**src/rtl/maxnet_mem_loader.sv**
```systemverilog
// Write-side loader for the Maxnet datapath: fills the W and X banks from a word stream,
// pulses start_o, then holds both banks stable until the datapath reports it has finished.
module maxnet_mem_loader #(
    parameter int unsigned DATA_W = 32,
    parameter int unsigned NX     = 4,
    parameter int unsigned NW     = NX * NX
) (
    input  logic                   clk_i,
    input  logic                   rst_i,
    input  logic                   in_valid_i,
    output logic                   in_ready_o,
    input  logic [DATA_W-1:0]      in_data_i,
    input  logic                   in_last_i,
    input  logic                   reload_w_i,
    input  logic                   engine_done_i,
    output logic [NX*DATA_W-1:0]   x_o,
    output logic [NW*DATA_W-1:0]   w_o,
    output logic                   start_o,
    output logic                   busy_o,
    output logic                   frame_err_o
);

    localparam int unsigned IdxW  = (NW > 1) ? $clog2(NW) : 1;
    localparam int unsigned XIdxW = (NX > 1) ? $clog2(NX) : 1;
    localparam logic [IdxW-1:0] WLast = IdxW'(NW - 1);
    localparam logic [IdxW-1:0] XLast = IdxW'(NX - 1);

    typedef enum logic [1:0] {StLoadW, StLoadX, StStart, StRun} state_e;

    state_e              state_q, state_d;
    logic [IdxW-1:0]     idx_q, idx_d;
    logic                err_q, err_d;
    logic                first_q, first_d;
    logic                in_ready_q, in_ready_d;
    logic [DATA_W-1:0]   w_q [NW];
    logic [DATA_W-1:0]   x_q [NX];
    logic                accept;
    logic                w_we, x_we;

    assign accept = in_valid_i && in_ready_q;

    // State register
    always_ff @(posedge clk_i or posedge rst_i) begin
        if (rst_i) begin
            state_q <= StLoadW;
        end else begin
            state_q <= state_d;
        end
    end

    // Next-state and datapath control
    always_comb begin
        state_d = state_q;
        idx_d   = idx_q;
        err_d   = err_q;
        first_d = 1'b0;
        w_we    = 1'b0;
        x_we    = 1'b0;
        unique case (state_q)
            StLoadW: begin
                if (accept) begin
                    w_we = 1'b1;
                    if (idx_q == WLast) begin
                        idx_d   = '0;
                        state_d = StLoadX;
                        if (!in_last_i) err_d = 1'b1;
                    end else if (in_last_i) begin
                        // Premature end of block: restart the W phase.
                        idx_d = '0;
                        err_d = 1'b1;
                    end else begin
                        idx_d = idx_q + IdxW'(1);
                    end
                end
            end
            StLoadX: begin
                if (accept) begin
                    x_we = 1'b1;
                    if (idx_q == XLast) begin
                        idx_d   = '0;
                        state_d = StStart;
                        if (!in_last_i) err_d = 1'b1;
                    end else if (in_last_i) begin
                        idx_d = '0;
                        err_d = 1'b1;
                    end else begin
                        idx_d = idx_q + IdxW'(1);
                    end
                end
            end
            StStart: begin
                state_d = StRun;
                first_d = 1'b1;
            end
            StRun: begin
                // is_finished is stale on the first RUN cycle, so it is not trusted there.
                if (engine_done_i && !first_q) begin
                    idx_d   = '0;
                    state_d = reload_w_i ? StLoadW : StLoadX;
                end
            end
            default: begin
                state_d = StLoadW;
                idx_d   = '0;
            end
        endcase
        in_ready_d = (state_d == StLoadW) || (state_d == StLoadX);
    end

    // Output decode
    always_comb begin
        start_o = (state_q == StStart);
        busy_o  = (state_q == StStart) || (state_q == StRun);
    end

    always_ff @(posedge clk_i or posedge rst_i) begin
        if (rst_i) begin
            idx_q      <= '0;
            err_q      <= 1'b0;
            first_q    <= 1'b0;
            in_ready_q <= 1'b0;
        end else begin
            idx_q      <= idx_d;
            err_q      <= err_d;
            first_q    <= first_d;
            in_ready_q <= in_ready_d;
        end
    end

    always_ff @(posedge clk_i or posedge rst_i) begin
        if (rst_i) begin
            for (int k = 0; k < int'(NW); k++) w_q[k] <= '0;
        end else if (w_we) begin
            w_q[idx_q] <= in_data_i;
        end
    end

    always_ff @(posedge clk_i or posedge rst_i) begin
        if (rst_i) begin
            for (int k = 0; k < int'(NX); k++) x_q[k] <= '0;
        end else if (x_we) begin
            x_q[idx_q[XIdxW-1:0]] <= in_data_i;
        end
    end

    always_comb begin
        for (int k = 0; k < int'(NW); k++) w_o[k*DATA_W +: DATA_W] = w_q[k];
        for (int k = 0; k < int'(NX); k++) x_o[k*DATA_W +: DATA_W] = x_q[k];
    end

    assign in_ready_o  = in_ready_q;
    assign frame_err_o = err_q;

endmodule
```
**config.mk**
```make
export PLATFORM = sky130hd
export DESIGN_NAME = maxnet_mem_loader
export DESIGN_NICKNAME = d
export VERILOG_FILES = /design/src/rtl/maxnet_mem_loader.sv
export SDC_FILE = /design/constraint.sdc
export NUM_CORES = 1
export LEC_CHECK = 0
export CORE_MARGIN = 2
export CORE_UTILIZATION = 35
export DETAILED_ROUTE_END_ITERATION = 7
export PLACE_DENSITY_LB_ADDON = 0.25
export SETUP_SLACK_MARGIN = 0.1
export SYNTH_ARGS = -nofsm -noshare
export SYNTH_HDL_FRONTEND = slang
export SYNTH_SLANG_ARGS = --single-unit
```
**constraint.sdc**
```tcl
create_clock -name clk_i -period 37.9 [get_ports clk_i]
set_input_delay 3.79 -clock clk_i [delete_from_list [all_inputs] [get_ports clk_i]]
set_output_delay 3.79 -clock clk_i [all_outputs]
set_load 0.05 [all_outputs]
```
==> qor.yml <==
p_per_area_nw_per_um2: 79.7
relSlewSlack: 0.200
area_delta_synth_final_pct: 41.0
syn_avg_cell_area_sq_um: 16.4
synth.yosys.warnings: 0
setup_viol: 0
start_util: 0.352
status: "complete, no violations"
cts_buffer_depth: 3
syn_area_sq_um: 24500
postRouteAntennaNets: 0
numCtsBuffers: 72
period_share: 0.184
ir_worst_vdd_uv: 54.3
dp_cells: 3009
dr_total_vias: 15338
syn_nets: 1541
p_comb_frac: 0.405
final_util: 0.496
whs_path_depth: 1
grt_pass1_wl_microns: 114000
grt_usage: 0.217
critPathRequiredTime_ps: 38470
layout.nets: 2185
cp_common_cell: "buf_4"
htreeDepth: 3
via_per_inst: 4.89
finalHoldViolations: 0
drt_pass1_iterations: 4
root_buffer: "clkbuf_16"
max_slew.worst_pin.slew_ps: 1200
insertion_delay_ps: 610
critPathMaxFanout: 128
ys_seq_area_frac: 0.663
layout_common_cells: "clkdlybuf4s50_1, dfrtp_1, mux2_2"
p_sw_w: 0.00111
postCtsSetupRepairBufs: 0
layout.cells.non_filler: 3136
pre_cts_ws_ps: 30120
ys_ff_latch: 649
r2r-end: "w_o[498]"
cap_violations: 0
critPathKind: "in -> async"
dieArea_sq_um: 72200
grt-busiest-layer: "met2"
p_leak_nw: 15.9
start_kind: "primary input"
power.internal_w: 0.00164
fin_ws_ps: 30940
setup-tns-final_ps: 0
row_count: 97
fillers: 5985
crit_family: "buffers and inverters"
antenna_found_initial: 0
drc: 0
numPortBuffers: 681
end_kind: "async pin"
dpl.hpwl_microns: 53900
drive_gt1_frac: 0.329
cts_resized: 0
gr-usage-met1: 0.263
hp-class: "reg -> reg"
ios: 682
rsz0062_at_grt: "false"
r2r-start: "idx_q[0]"
grt.met3_usage: 0.0658
clock_skew_ps: 29.1
die_x_microns: 269
detail_route.iter0.violations: 711
reg2reg_slack_ps: 34940
post_drt_wl_per_cell_microns: 25.4
period_needed_ps: 6960
gp_congestion: 0.801
holdBufCountCts: 0
cp.arrival_ps: 7530
slowest_delay_ps: 900
synth-main-ff-cell: "dfrtp_1"
worstHoldStart: "frame_err_o"
timing.hold.ws_ps: 464
grt_start_max_net_pins: 170
final_common_cell: "clkdlybuf4s50_1"
hold_end: "frame_err_o"
p_sw_frac: 0.404
cts_tree: "done"
numClockSinks: 649
worstPathCellList: "clkdlybuf4s50_1 > inv_8 > buf_4 > buf_4 > buf_4"
async_flop_share: 1.00
clk_pin_slew_worst_paths_ps: 60
finalMaxSlewViolations: 0
netlist_instances: 1499
synth_cell_types: 37
dieHeight_microns: 269
synth-edff-count: 0
met2_usage: 0.362
core_sq_um: 69700
path_buf_inv: 5
crit_path_top_delay_cell: "buf_4"
first_global_vias: 16101
seqPwrFrac: 0.338
power_frac_clock: 0.256
reg2regPathDepth: 5
totalWireLength_microns: 79500
fmax_ghz: 0.144
gr-total-overflow: 0
## power by group through the flow
stage / registers [W] / logic (W) / clock network, W
finish: 0.000932 / 0.00112 / 0.000706
global route: 0.000952 / 0.00115 / 0.000755
CTS: 0.000932 / 0.00112 / 0.000723
detailed placement: 0.000942 / 0.00112 / 0
global placement: 0.000934 / 0.00112 / 0
floorplan: 0.00148 / 0.000162 / 0
## flip-flops by register name, indices dropped and copies added, names as in the netlist
| register | cells |
|---|---|
| idx_q | 4 |
| x_o | 128 |
| state_q | 2 |
| frame_err_o | 1 |
| w_o | 512 |
| first_q | 1 |
| in_ready_o | 1 |
## cells in the mapped netlist, drive strengths merged, types with 2 or more instances
library cell / number / area, sq um
nand4: 2 / 12.5
o21ai: 4 / 20.0
inv: 5 / 18.8
clkbuf: 69 / 259
mux2: 640 / 7210
nand2: 10 / 37.5
nand2b: 2 / 12.5
nand3: 8 / 40.0
ha: 4 / 50.1
nor2b: 3 / 18.8
and3: 3 / 18.8
buf: 64 / 329
a21oi: 2 / 10.0
and4b: 2 / 20.0
nor3: 2 / 15.0
dfrtp: 649 / 16200
a21o: 3 / 22.5
nor2: 13 / 63.8
## how the worst max path moves through the flow
| stage | from | endpoint | slack (ps) | cells past startpoint |
|---|---|---|---|---|
| 3_3_place_gp | rst_i | w_o[125] | 30260 | 5 |
| 2_1_floorplan | rst_i | first_q | 15930 | 1 |
| 4_1_cts | rst_i | frame_err_o | 30760 | 5 |
| 3_5_place_dp | rst_i | w_o[253] | 30120 | 5 |
| 5_1_grt | rst_i | w_o[381] | 30330 | 5 |
| 6_report | rst_i | w_o[253] | 30940 | 5 |
## stage by stage
stage | total power (W) | area (sq um)
3_5_place_dp | 0.00206 | 32200
6_report | 0.00275 | 34600
2_1_floorplan | 0.00164 | 24500
4_1_cts | 0.00278 | 34600
3_3_place_gp | 0.00205 | 32200
5_1_grt | 0.00285 | 34600
## cell families (layout without fill, tap and decap cells)
group | Yosys count | after routing | synth area share
flip-flops | 649 | 649 | 0.663
multiplexers | 640 | 640 | 0.294
buffers and inverters | 138 | 834 | 0.0248
AND/OR/NAND/NOR | 51 | 51 | 0.0118
AO/OA/AOI/OAI | 15 | 15 | 0.00419
adder cells (fa/ha/maj) | 4 | 4 | 0.00204
XOR/XNOR | 2 | 2 | 0.000715
other | 0 | 1 | 0
## final cells by class
class	instances	area, sq um	share of cell area
antenna	1	2.50	0.0000724
clock buffer	100	2080	0.0601
clock inverter	26	310	0.00898
inverter	5	26.3	0.000760
multi-input combinational	712	7740	0.224
sequential	649	16200	0.470
tap	940	1180	0.0340
timing repair buffer	703	6990	0.202
## worst reg2reg max path, delay by kind of cell (launching register included)
family                     cells  cell delay (ps)
and+or+nand+nor                3             1400
adders and majority gates      1              330
DFF                            1              450
muxes                          1              660
## routing by layer
metal	up-vias	routed length (microns)
met5	-	0
met4	0	2810
met3	133	5860
met2	525	39100
met1	8150	31700
li1	6530	-
No activity file was read; power rests on OpenSTA's default activity.
==> patch: new RTL, same flow settings <==
Make the reset (`rst_i`) synchronous in 4 clocked blocks.
--- a/src/rtl/maxnet_mem_loader.sv
+++ b/src/rtl/maxnet_mem_loader.sv
@@ -40,7 +40,7 @@
     assign accept = in_valid_i && in_ready_q;
 
     // State register
-    always_ff @(posedge clk_i or posedge rst_i) begin
+    always_ff @(posedge clk_i) begin
         if (rst_i) begin
             state_q <= StLoadW;
         end else begin
@@ -113,7 +113,7 @@
         busy_o  = (state_q == StStart) || (state_q == StRun);
     end
 
-    always_ff @(posedge clk_i or posedge rst_i) begin
+    always_ff @(posedge clk_i) begin
         if (rst_i) begin
             idx_q      <= '0;
             err_q      <= 1'b0;
@@ -127,7 +127,7 @@
         end
     end
 
-    always_ff @(posedge clk_i or posedge rst_i) begin
+    always_ff @(posedge clk_i) begin
         if (rst_i) begin
             for (int k = 0; k < int'(NW); k++) w_q[k] <= '0;
         end else if (w_we) begin
@@ -135,7 +135,7 @@
         end
     end
 
-    always_ff @(posedge clk_i or posedge rst_i) begin
+    always_ff @(posedge clk_i) begin
         if (rst_i) begin
             for (int k = 0; k < int'(NX); k++) x_q[k] <= '0;
         end else if (x_we) begin
Formal check against the unedited RTL: differs if rst_i is asserted again (counterexample within 4 cycles, from zero or initial values and one cycle with rst_i high); with rst_i held inactive, the same outputs for 4 cycles.
==> patch against the original RTL <==
Wire length up 9.9%. Synthesized cell count increased by 9.4%. Global-route usage up 2.2 points. Register-to-register slack got worse by 190 ps. Sequential cell count is the same. Worst setup slack better by 450 ps. Synthesized area down 1.7%. Final area down 2.4%. Largest cell class unchanged.
Power is not compared: it rests on default switching activity, and its combinational part moved more than twofold at a synthesized area within 25%.
==> patch: results (changes against the original RTL) <==
layout cell share with drive strength beyond 1 6.10% (was 32.9%); initial antenna violation count 11 (was 0); Placed Area 31700 µm² (was 32200 µm²); routability cong. 0.832 (was 0.801); top area cells in the synthesized netlist edfxtp_1 (80%), nor2_1 (7.0%), and2_1 (4.3%) (was dfrtp_1 (66%), mux2_2 (26%), mux2_1 (3.5%)); largest net degree at the start of global routing 79 (was 170); HP Start frame_err_o$_SDFFE_PP0P_ (was frame_err_o$_DFFE_PP0P_); global-route track usage on met1 29.6% (was 26.3%); routed len/inst 27.0 µm (was 25.4 µm); fill cell count 5814 (was 5985); depth of the CTS H-tree 3 (unchanged); Inst Count DP 3108 (was 3009); register area share after synthesis 80.5% (was 66.3%); Post-Syn Nets 1683 (was 1541); Post-synth top cells edfxtp_1 (640), nor2_1 (452), and2_1 (164) (was dfrtp_1 (649), mux2_2 (564), mux2_1 (76)); Worst-Skew Late Latency 610 ps (about the same); clock buffer depth 3 (unchanged); hold crit path type register to register (unchanged); crit path DAT 6800 ps (was 7530 ps); Via density 4.99 (was 4.89); run status finished clean (unchanged); hpwl dp 57.1 mm (was 53.9 mm); Cells after Synth 1640 (was 1499); CTS root buf clkbuf_16 (unchanged); first drt pass iteration count 5 (was 4); global-route usage over all layers 23.9% (was 21.7%); M3 GR Usage 7.09% (was 6.58%); number of flops mapped to enable cells by yosys 640 (was 0); Synth cell types 40 (was 37); # resized after CTS 0 (unchanged); GR Layer Usage met2 38.6% (was 36.2%); number of global-route vias before repair 15400 (was 16100); leakage 0.0118 µW; clk_skew 31.9 ps (was 29.1 ps); Crit. Startpoint rst_i (unchanged); Top FF cell, synth edfxtp_1 (was dfrtp_1); Post-synth ARST share 0% (was 100%); first-pass GRT wire length 118 mm (was 114 mm); Worst-Margin Slew 1370 ps (was 1200 ps); nets@finish 2340 (was 2185); grt total ovfl 0 (unchanged); Initial DRC Count 1808 (was 711); reg2reg setup slack 34750 ps (was 34940 ps); Routed Antenna Nets 0 (unchanged); Routed WL 87.4 mm (was 79.5 mm); Largest regs w_q x512, x_q x128, idx_q x4; critical path fanouts, max 78 (was 128); total CTS buffers 69 (was 72); minimum hold slack 485 ps (was 464 ps)
## patch: logic make-up (layout without fill, tap and decap cells)
group                    after synthesis  in the layout  share of synthesized area (%)
buffers and inverters                130            835                           2.86
AND/OR/NAND/NOR                      826            826                           15.5
flip-flops                           649            649                           80.5
other                                  0              4                              0
adder cells (fa/ha/maj)                5              5                          0.260
AO/OA/AOI/OAI                         30             30                          0.893
## patch: critical path, cell delays in order
cell,delay [ps]
clkdlybuf4s50_1,460
buf_4,350
nor3b_1,110
and3b_1,340
nand2_4,550
buf_4,880
nor2_1,130
## patch: layout make-up
class                      count  area (µm²)  area share (%)
sequential                   649       19400            57.5
timing repair buffer         714        7060            20.9
multi-input combinational    861        4090            12.1
clock buffer                  85        1790            5.29
tap                          882        1100            3.27
clock inverter                34         290           0.860
antenna                        4        10.0          0.0297
inverter                       2        7.51          0.0222
## patch: worst paths after layout
kind | endpoint | depth (start not counted)
min reg2reg | frame_err_o$_SDFFE_PP0P_ | 2
max reg2reg | w_q[14][31]$_SDFFCE_PN0P_ | 4
max | w_q[14][31]$_SDFFCE_PN0P_ | 7
min | frame_err_o$_SDFFE_PP0P_ | 2
## patch: power by group
| part | internal, µW | switching [µW] |
|---|---|---|
| clock network | 357 | 280 |
| registers | 813 | 8.94 |
| logic | 49.1 | 149 |
## patch: metrics by stage
step           setup WS (ps)  power (µW)
5_1_grt                31280        1700
3_3_place_gp           30870        1040
4_1_cts                31440        1670
3_5_place_dp           30800        1040
2_1_floorplan          31320         951
6_report               31390        1660
## patch: per-layer routing
metal / vias up / share of wire (%)
met4: 2 / 4.5
met5: - / 0.015
li1: 6963 / -
met3: 163 / 10
met1: 8069 / 37
met2: 926 / 48
